==> config.mk <==
export PLATFORM = sky130hd
export DESIGN_NAME = frame_to_byte_tx_serializer
export DESIGN_NICKNAME = d
export VERILOG_FILES = /design/src/rtl/frame_to_byte_tx_serializer.sv
export SDC_FILE = /design/constraint.sdc
export NUM_CORES = 1
export LEC_CHECK = 0
export ABC_CLOCK_PERIOD_IN_PS = 5700
export BUFFER_PORTS_ARGS = -buffer_cell sky130_fd_sc_hd__buf_2
export CAP_MARGIN = 20
export CORE_ASPECT_RATIO = 0.9
export CORE_MARGIN = 2
export CORE_UTILIZATION = 40
export CTS_BUF_LIST = sky130_fd_sc_hd__clkbuf_4
export DETAILED_ROUTE_END_ITERATION = 16
export HOLD_SLACK_MARGIN = 0.15
export REMOVE_ABC_BUFFERS = 1
export SYNTH_ARGS = -nofsm -noshare
export SYNTH_HDL_FRONTEND = slang
export SYNTH_SLANG_ARGS = --single-unit
==> constraint.sdc <==
create_clock -name clk -period 5.7 [get_ports clk]
set_input_delay 1.14 -clock clk [delete_from_list [all_inputs] [get_ports clk]]
set_output_delay 1.14 -clock clk [all_outputs]
set_load 0.005 [all_outputs]
==> src/rtl/frame_to_byte_tx_serializer.sv <==
// Frame-to-byte serializer: queues {mode, addr, data} frames and feeds them to a
// byte UART one byte at a time (addr LSB first, data LSB first, flags, optional
// XOR checksum), handshaking on uart_tx_busy with a per-byte timeout.
module frame_to_byte_tx_serializer #(
    parameter int ADDR_W      = 12,
    parameter int DATA_W      = 8,
    parameter int ADDR_BYTES  = 2,
    parameter int FIFO_DEPTH  = 4,
    parameter int CHECKSUM_EN = 0,
    parameter int TIMEOUT_CYC = 65535
) (
    input  logic                        clk,
    input  logic                        rstn,
    input  logic [ADDR_W+DATA_W:0]      frame_in,
    input  logic                        frame_valid,
    output logic                        frame_ready,
    output logic [7:0]                  uart_data_in,
    output logic                        uart_wr_en,
    input  logic                        uart_tx_busy,
    output logic [$clog2(FIFO_DEPTH):0] fifo_count,
    output logic                        active,
    output logic                        frame_done,
    output logic                        err_timeout
);

    localparam int  DATA_BYTES  = (DATA_W + 7) / 8;
    localparam int  FRAME_W     = 1 + ADDR_W + DATA_W;
    localparam int  PAY_BYTES   = ADDR_BYTES + DATA_BYTES + 1;
    localparam bit  CSUM_ON     = (CHECKSUM_EN != 0);
    localparam int  TOTAL_BYTES = PAY_BYTES + (CSUM_ON ? 1 : 0);
    localparam int  BUF_W       = PAY_BYTES * 8;
    localparam int  PTR_W       = $clog2(FIFO_DEPTH);
    localparam int  CNT_W       = PTR_W + 1;
    localparam int  IDX_W       = $clog2(TOTAL_BYTES + 1);
    localparam int  TO_W        = $clog2(TIMEOUT_CYC + 1);

    localparam logic [IDX_W-1:0] LAST_IDX = IDX_W'(TOTAL_BYTES - 1);
    localparam logic [TO_W-1:0]  TO_LAST  = TO_W'(TIMEOUT_CYC - 1);
    localparam logic [CNT_W-1:0] FULL_CNT = CNT_W'(FIFO_DEPTH);

    generate
        if (ADDR_BYTES * 8 < ADDR_W) begin : g_addr_bytes_chk
            $error("ADDR_BYTES too small to carry ADDR_W address bits");
        end
        if ((FIFO_DEPTH < 2) || ((FIFO_DEPTH & (FIFO_DEPTH - 1)) != 0)) begin : g_depth_chk
            $error("FIFO_DEPTH must be a power of two >= 2");
        end
    endgenerate

    typedef enum logic [1:0] {IDLE, SEND, WAIT_START, WAIT_DONE} state_t;

    state_t                  state;
    logic [FRAME_W-1:0]      mem [FIFO_DEPTH];
    logic [PTR_W-1:0]        wr_ptr;
    logic [PTR_W-1:0]        rd_ptr;
    logic                    push;
    logic                    pop;
    logic [FRAME_W-1:0]      head;
    logic [ADDR_BYTES*8-1:0] addr_pad;
    logic [DATA_BYTES*8-1:0] data_pad;
    logic [BUF_W-1:0]        head_buf;
    logic [BUF_W-1:0]        shbuf;
    logic [7:0]              csum;
    logic [7:0]              tx_byte;
    logic [IDX_W-1:0]        idx;
    logic [TO_W-1:0]         tcnt;
    logic                    busy_q;
    logic                    busy_fall;
    logic                    send_byte;
    logic                    more;
    logic                    next_byte;

    assign frame_ready = (fifo_count != FULL_CNT);
    assign push        = frame_valid && frame_ready;
    assign pop         = (state == IDLE) && (fifo_count != '0);
    assign busy_fall   = busy_q && !uart_tx_busy;
    assign send_byte   = (state == SEND) && !uart_tx_busy;
    assign more        = (idx != LAST_IDX);
    assign next_byte   = (state == WAIT_DONE) && busy_fall && more;
    assign tx_byte     = (CSUM_ON && (idx == LAST_IDX)) ? csum : shbuf[7:0];

    // Lay the head frame out as the byte stream: addr bytes, data bytes, flags.
    always_comb begin
        head                     = mem[rd_ptr];
        addr_pad                 = '0;
        addr_pad[ADDR_W-1:0]     = head[DATA_W +: ADDR_W];
        data_pad                 = '0;
        data_pad[DATA_W-1:0]     = head[DATA_W-1:0];
        head_buf                 = {7'b0, head[FRAME_W-1], data_pad, addr_pad};
    end

    // Frame storage; contents need no reset since the pointers define validity.
    always_ff @(posedge clk) begin
        if (push) begin
            mem[wr_ptr] <= frame_in;
        end
    end

    // FIFO pointers and occupancy; pointers wrap naturally at the power-of-two depth.
    always_ff @(posedge clk or negedge rstn) begin
        if (!rstn) begin
            wr_ptr     <= '0;
            rd_ptr     <= '0;
            fifo_count <= '0;
        end else begin
            if (push) begin
                wr_ptr <= wr_ptr + 1'b1;
            end
            if (pop) begin
                rd_ptr <= rd_ptr + 1'b1;
            end
            case ({push, pop})
                2'b10:   fifo_count <= fifo_count + 1'b1;
                2'b01:   fifo_count <= fifo_count - 1'b1;
                default: fifo_count <= fifo_count;
            endcase
        end
    end

    // Shift buffer and running checksum of the frame in flight.
    always_ff @(posedge clk) begin
        if (pop) begin
            shbuf <= head_buf;
            csum  <= '0;
        end else begin
            if (send_byte) begin
                csum <= csum ^ tx_byte;
            end
            if (next_byte) begin
                shbuf <= shbuf >> 8;
            end
        end
    end

    // Byte handshake FSM with registered UART strobe, status pulses and timeout.
    always_ff @(posedge clk or negedge rstn) begin
        if (!rstn) begin
            state        <= IDLE;
            idx          <= '0;
            tcnt         <= '0;
            busy_q       <= 1'b0;
            uart_data_in <= 8'h00;
            uart_wr_en   <= 1'b0;
            active       <= 1'b0;
            frame_done   <= 1'b0;
            err_timeout  <= 1'b0;
        end else begin
            busy_q      <= uart_tx_busy;
            uart_wr_en  <= 1'b0;
            frame_done  <= 1'b0;
            err_timeout <= 1'b0;
            case (state)
                IDLE: begin
                    if (pop) begin
                        idx    <= '0;
                        active <= 1'b1;
                        state  <= SEND;
                    end
                end
                SEND: begin
                    if (!uart_tx_busy) begin
                        uart_data_in <= tx_byte;
                        uart_wr_en   <= 1'b1;
                        tcnt         <= '0;
                        state        <= WAIT_START;
                    end
                end
                WAIT_START: begin
                    if (tcnt == TO_LAST) begin
                        err_timeout <= 1'b1;
                        active      <= 1'b0;
                        state       <= IDLE;
                    end else begin
                        tcnt <= tcnt + 1'b1;
                        if (uart_tx_busy) begin
                            state <= WAIT_DONE;
                        end
                    end
                end
                WAIT_DONE: begin
                    if (busy_fall) begin
                        if (more) begin
                            idx   <= idx + 1'b1;
                            state <= SEND;
                        end else begin
                            frame_done <= 1'b1;
                            active     <= 1'b0;
                            state      <= IDLE;
                        end
                    end else if (tcnt == TO_LAST) begin
                        err_timeout <= 1'b1;
                        active      <= 1'b0;
                        state       <= IDLE;
                    end else begin
                        tcnt <= tcnt + 1'b1;
                    end
                end
                default: state <= IDLE;
            endcase
        end
    end

endmodule

==> summary.md <==
| Metric | Value |
|---|---|
| Critical path buffer and inverter count | 2 |
| Total CTS buffers | 17 |
| CTS max path bufs | 2 |
| Share of layout cells above drive strength 1 | 25.3% |
| Post-synthesis average cell area | 15.5 µm² |
| Outcome | completed |
| DR pass1 iterations | 5 |
| P_sw | 1.01 mW |
| Switch share | 31.9% |
| Seq/Total Area, Yosys | 68.6% |
| Die boundary height | 122 µm |
| Met1 Usage GRT | 19.0% |
| Final ANT Viol Nets | 0 |
| Ports | 41 |
| Placer Congestion | 0.797 |
| Setup bufs post-CTS | 0 |
| Commonest cells post-synth | 105 x edfxtp_1, 45 x nand2_1, 41 x dfrtp_1 |
| Die ar. | 0.0165 mm² |
| GR Layer Usage met2 | 24.1% |
| Crit path DAT | 3.42 ns |
| Synth Register Bits | 150 |
| # diodes | 0 |
| Min-Delay Path Class | register to register |
| CTS tree | yes |
| Share of Yosys cell area claimed by the top area cell type | 50.8% |
| Global-route wire length before repair | 18.1 mm |
| Highest clock rate | 0.337 GHz |
| Comb power frac | 25.3% |
| All-Layer GR Usage | 14.6% |
| GR Layer Usage met3 | 4.62% |
| Initial antenna violation count | 0 |
| Critical Path Most Common Cell | xor2_1 |
| GRT overflow | 0 |
| Hpwl dp | 6.83 mm |
| RSZ-0062 raised after global routing | false |
| Top Family by Delay on Critical Path | simple AND/OR/NAND/NOR gates |
| Final hold slack | 0.448 ns |
| Cells after Synth | 401 |
| Ranking of synthesized cells by area | edfxtp_1 51%, dfrtp_1 17%, mux4_2 7.6% |
| Final setup vio count | 0 |
| Endpoint class of the critical path | register |
| Initial core utilization | 40.6% |
| Fin. Hold Viols | 0 |
| Via count | 3436 |
| # placed instances | 628 |
| Root buffer cell | clkbuf_4 |
| CP Cell Sequence | or3_1 -> inv_2 -> ha_1 -> inv_1 -> fa_1 -> xor2_1 -> nor2_1 -> xor2_1 |
| Clk slew on worst S/H paths | 0.14 ns |
| Most frequent cell after synthesis | edfxtp_1 |
| Port Buffers | 40 |
| P&R area growth vs syn | 11.7% |
| Worst slew pin tran | 1.10 ns |
| Pleak | 2.58 nW |
| Synth warn | 0 |
| Number of distinct library cells after synthesis | 56 |
| Drt drc | 0 |
| Relative slew slack | 26.8% |
| Die X | 135 µm |
| Core area | 0.0153 mm² |
| Number of synthesized flops with an enable pin | 105 |
| Via density per instance | 5.20 |
| Pint | 2.15 mW |
| # resized after CTS | 0 |
| Htree depth | 4 |
| Cell taking the most area after synthesis | edfxtp_1 |
| Final wirelength | 11.2 mm |
| Clock latency on the worst-skew pair | 0.55 ns |
| Main synth FF type | edfxtp_1 |
| Number of global-route vias before repair | 3507 |
| Clock Power Share | 22.7% |
| Top Usage Layer GRT | met2 |
| Ys async rst share | 27.3% |
| Final net count | 481 |
| Worst setup SP type | register |
| Synth Cell Area | 0.00621 mm² |
| Clock Sinks | 150 |
| Final Max Slew Viols | 0 |
| Hold_buf cts | 0 |
| Largest net degree at the start of global routing | 42 |
| Largest stage delay, worst path | 0.72 ns |
| TNS Setup | 0 ns |
| Maximum VDD drop | 298 µV |
| Flop pwr share | 52.0% |
| Critical Path RT | 6.16 ns |
| Core Rows | 43 |
| Pwr Density | 456 mW/mm² |
| Iteration-0 DRC Markers | 169 |
| Period utilisation layout | 52.0% |
| Clock Skews | 0.0241 ns |
| Type of the worst setup path | register to register |
| Finished Layout Cells | 661 |
| CP max FO | 28 |
| Routed wire per std cell | 17.0 µm |
| Max Cap Violations | 0 |
| Critical path's slowest cell | dfrtp_1 |
| Min Tclk post-route | 2.96 ns |
cell usage in the layout, fill, tap and decap left out, types with 2 or more instances in the layout:
| cell type | Yosys | final |
|---|---|---|
| a21oi_1 | 12 | 12 |
| ha_1 | 9 | 9 |
| mux4_2 | 21 | 21 |
| mux2i_1 | 5 | 5 |
| inv_6 | 0 | 5 |
| inv_1 | 11 | 11 |
| nand4_1 | 7 | 7 |
| o21ai_0 | 5 | 5 |
| buf_2 | 10 | 40 |
| o311ai_0 | 2 | 2 |
| a211oi_1 | 3 | 3 |
| xnor2_1 | 4 | 4 |
| buf_4 | 0 | 5 |
| nand2_1 | 45 | 45 |
| or4b_1 | 2 | 2 |
| a22o_1 | 13 | 13 |
| dfrtp_1 | 41 | 41 |
| nor2_1 | 6 | 6 |
| nor3_1 | 3 | 3 |
| nand3_1 | 13 | 13 |
| bufinv_16 | 0 | 3 |
| edfxtp_1 | 105 | 105 |
| xor2_1 | 2 | 2 |
| clkinv_4 | 0 | 2 |
| o31ai_1 | 6 | 6 |
| and3_1 | 9 | 9 |
| inv_8 | 0 | 2 |
| or2_2 | 4 | 4 |
| clkbuf_4 | 0 | 18 |
| nor4_2 | 1 | 2 |
| or4_1 | 6 | 6 |
| o211ai_1 | 4 | 4 |
| o2111a_1 | 2 | 2 |
| and2_1 | 11 | 11 |
| dfxtp_1 | 4 | 4 |
cell families (layout without fill, tap and decap cells):
group | count (synthesis) | after routing | synth area share [%]
buf+inv | 32 | 90 | 2.26
mux | 27 | 27 | 8.60
simple gates | 120 | 120 | 10.5
xor+xnor | 6 | 6 | 0.846
flops | 150 | 150 | 68.6
compound gates | 56 | 56 | 7.07
fa+ha+maj | 10 | 10 | 2.14
worst register-to-register path, cell delays in order, from the launching register on:
cell     delay (ns)
dfrtp_1        0.72
or3_1          0.63
inv_2          0.43
ha_1           0.27
inv_1          0.06
fa_1           0.38
xor2_1         0.15
nor2_1         0.11
xor2_1         0.15
routing by layer:
metal / vias up / wire [µm]
met3: 7 / 405
met1: 1729 / 5150
met2: 55 / 5610
met5: - / 0
li1: 1645 / -
met4: 0 / 58
power by group through the flow:
stage | combinational [mW] | clock [mW] | sequential [mW]
after floorplan | 0.526 | 0 | 1.66
after global placement | 0.797 | 0 | 1.66
after detailed placement | 0.821 | 0 | 1.67
after CTS | 0.823 | 0.741 | 1.65
after global routing | 0.890 | 0.783 | 1.68
final | 0.799 | 0.718 | 1.64
layout make-up:
cell class,count,area (µm²)
clock buffers,17,128
clock inverters,15,190
fillers,1363,8340
inverters,12,45.0
multi-input cells,219,1820
flip-flops and latches,150,4260
well taps,202,253
repair buffers,46,245
state kept, by name (all words and copies together), names as in the netlist:
name,flops
idx,3
fifo_count,3
busy_q,1
state,2
tcnt,16
uart_data_in,8
rd_ptr,2
mem,84
active,1
frame_done,1
shbuf,25
wr_ptr,2
err_timeout,1
uart_wr_en,1
path summary, 6_finish.rpt:
check                           startpoint               to  slack (ns)  cells after the start
worst max-delay path              state[1]    fifo_count[2]        2.74                      8
min in group asynchronous             rstn         tcnt[15]        0.72                      1
worst min register to register    shbuf[2]  uart_data_in[2]        0.45                      2
max in group asynchronous             rstn  uart_data_in[0]        4.38                      1
worst min-delay path              shbuf[2]  uart_data_in[2]        0.45                      2
worst max register to register    state[1]    fifo_count[2]        2.74                      8
metrics by stage:
step / setup WS [ns] / area, µm² / power [mW] / util [%]
after global placement: 2.56 / 6610 / 2.46 / 43.3
after detailed placement: 2.48 / 6610 / 2.49 / 43.3
after CTS: 2.73 / 6930 / 3.21 / 45.3
after floorplan: 2.95 / 6110 / 2.18 / -
final: 2.74 / 6940 / 3.16 / 45.4
after global routing: 2.52 / 6940 / 3.35 / 45.4
(Power assumes the default switching activity.)
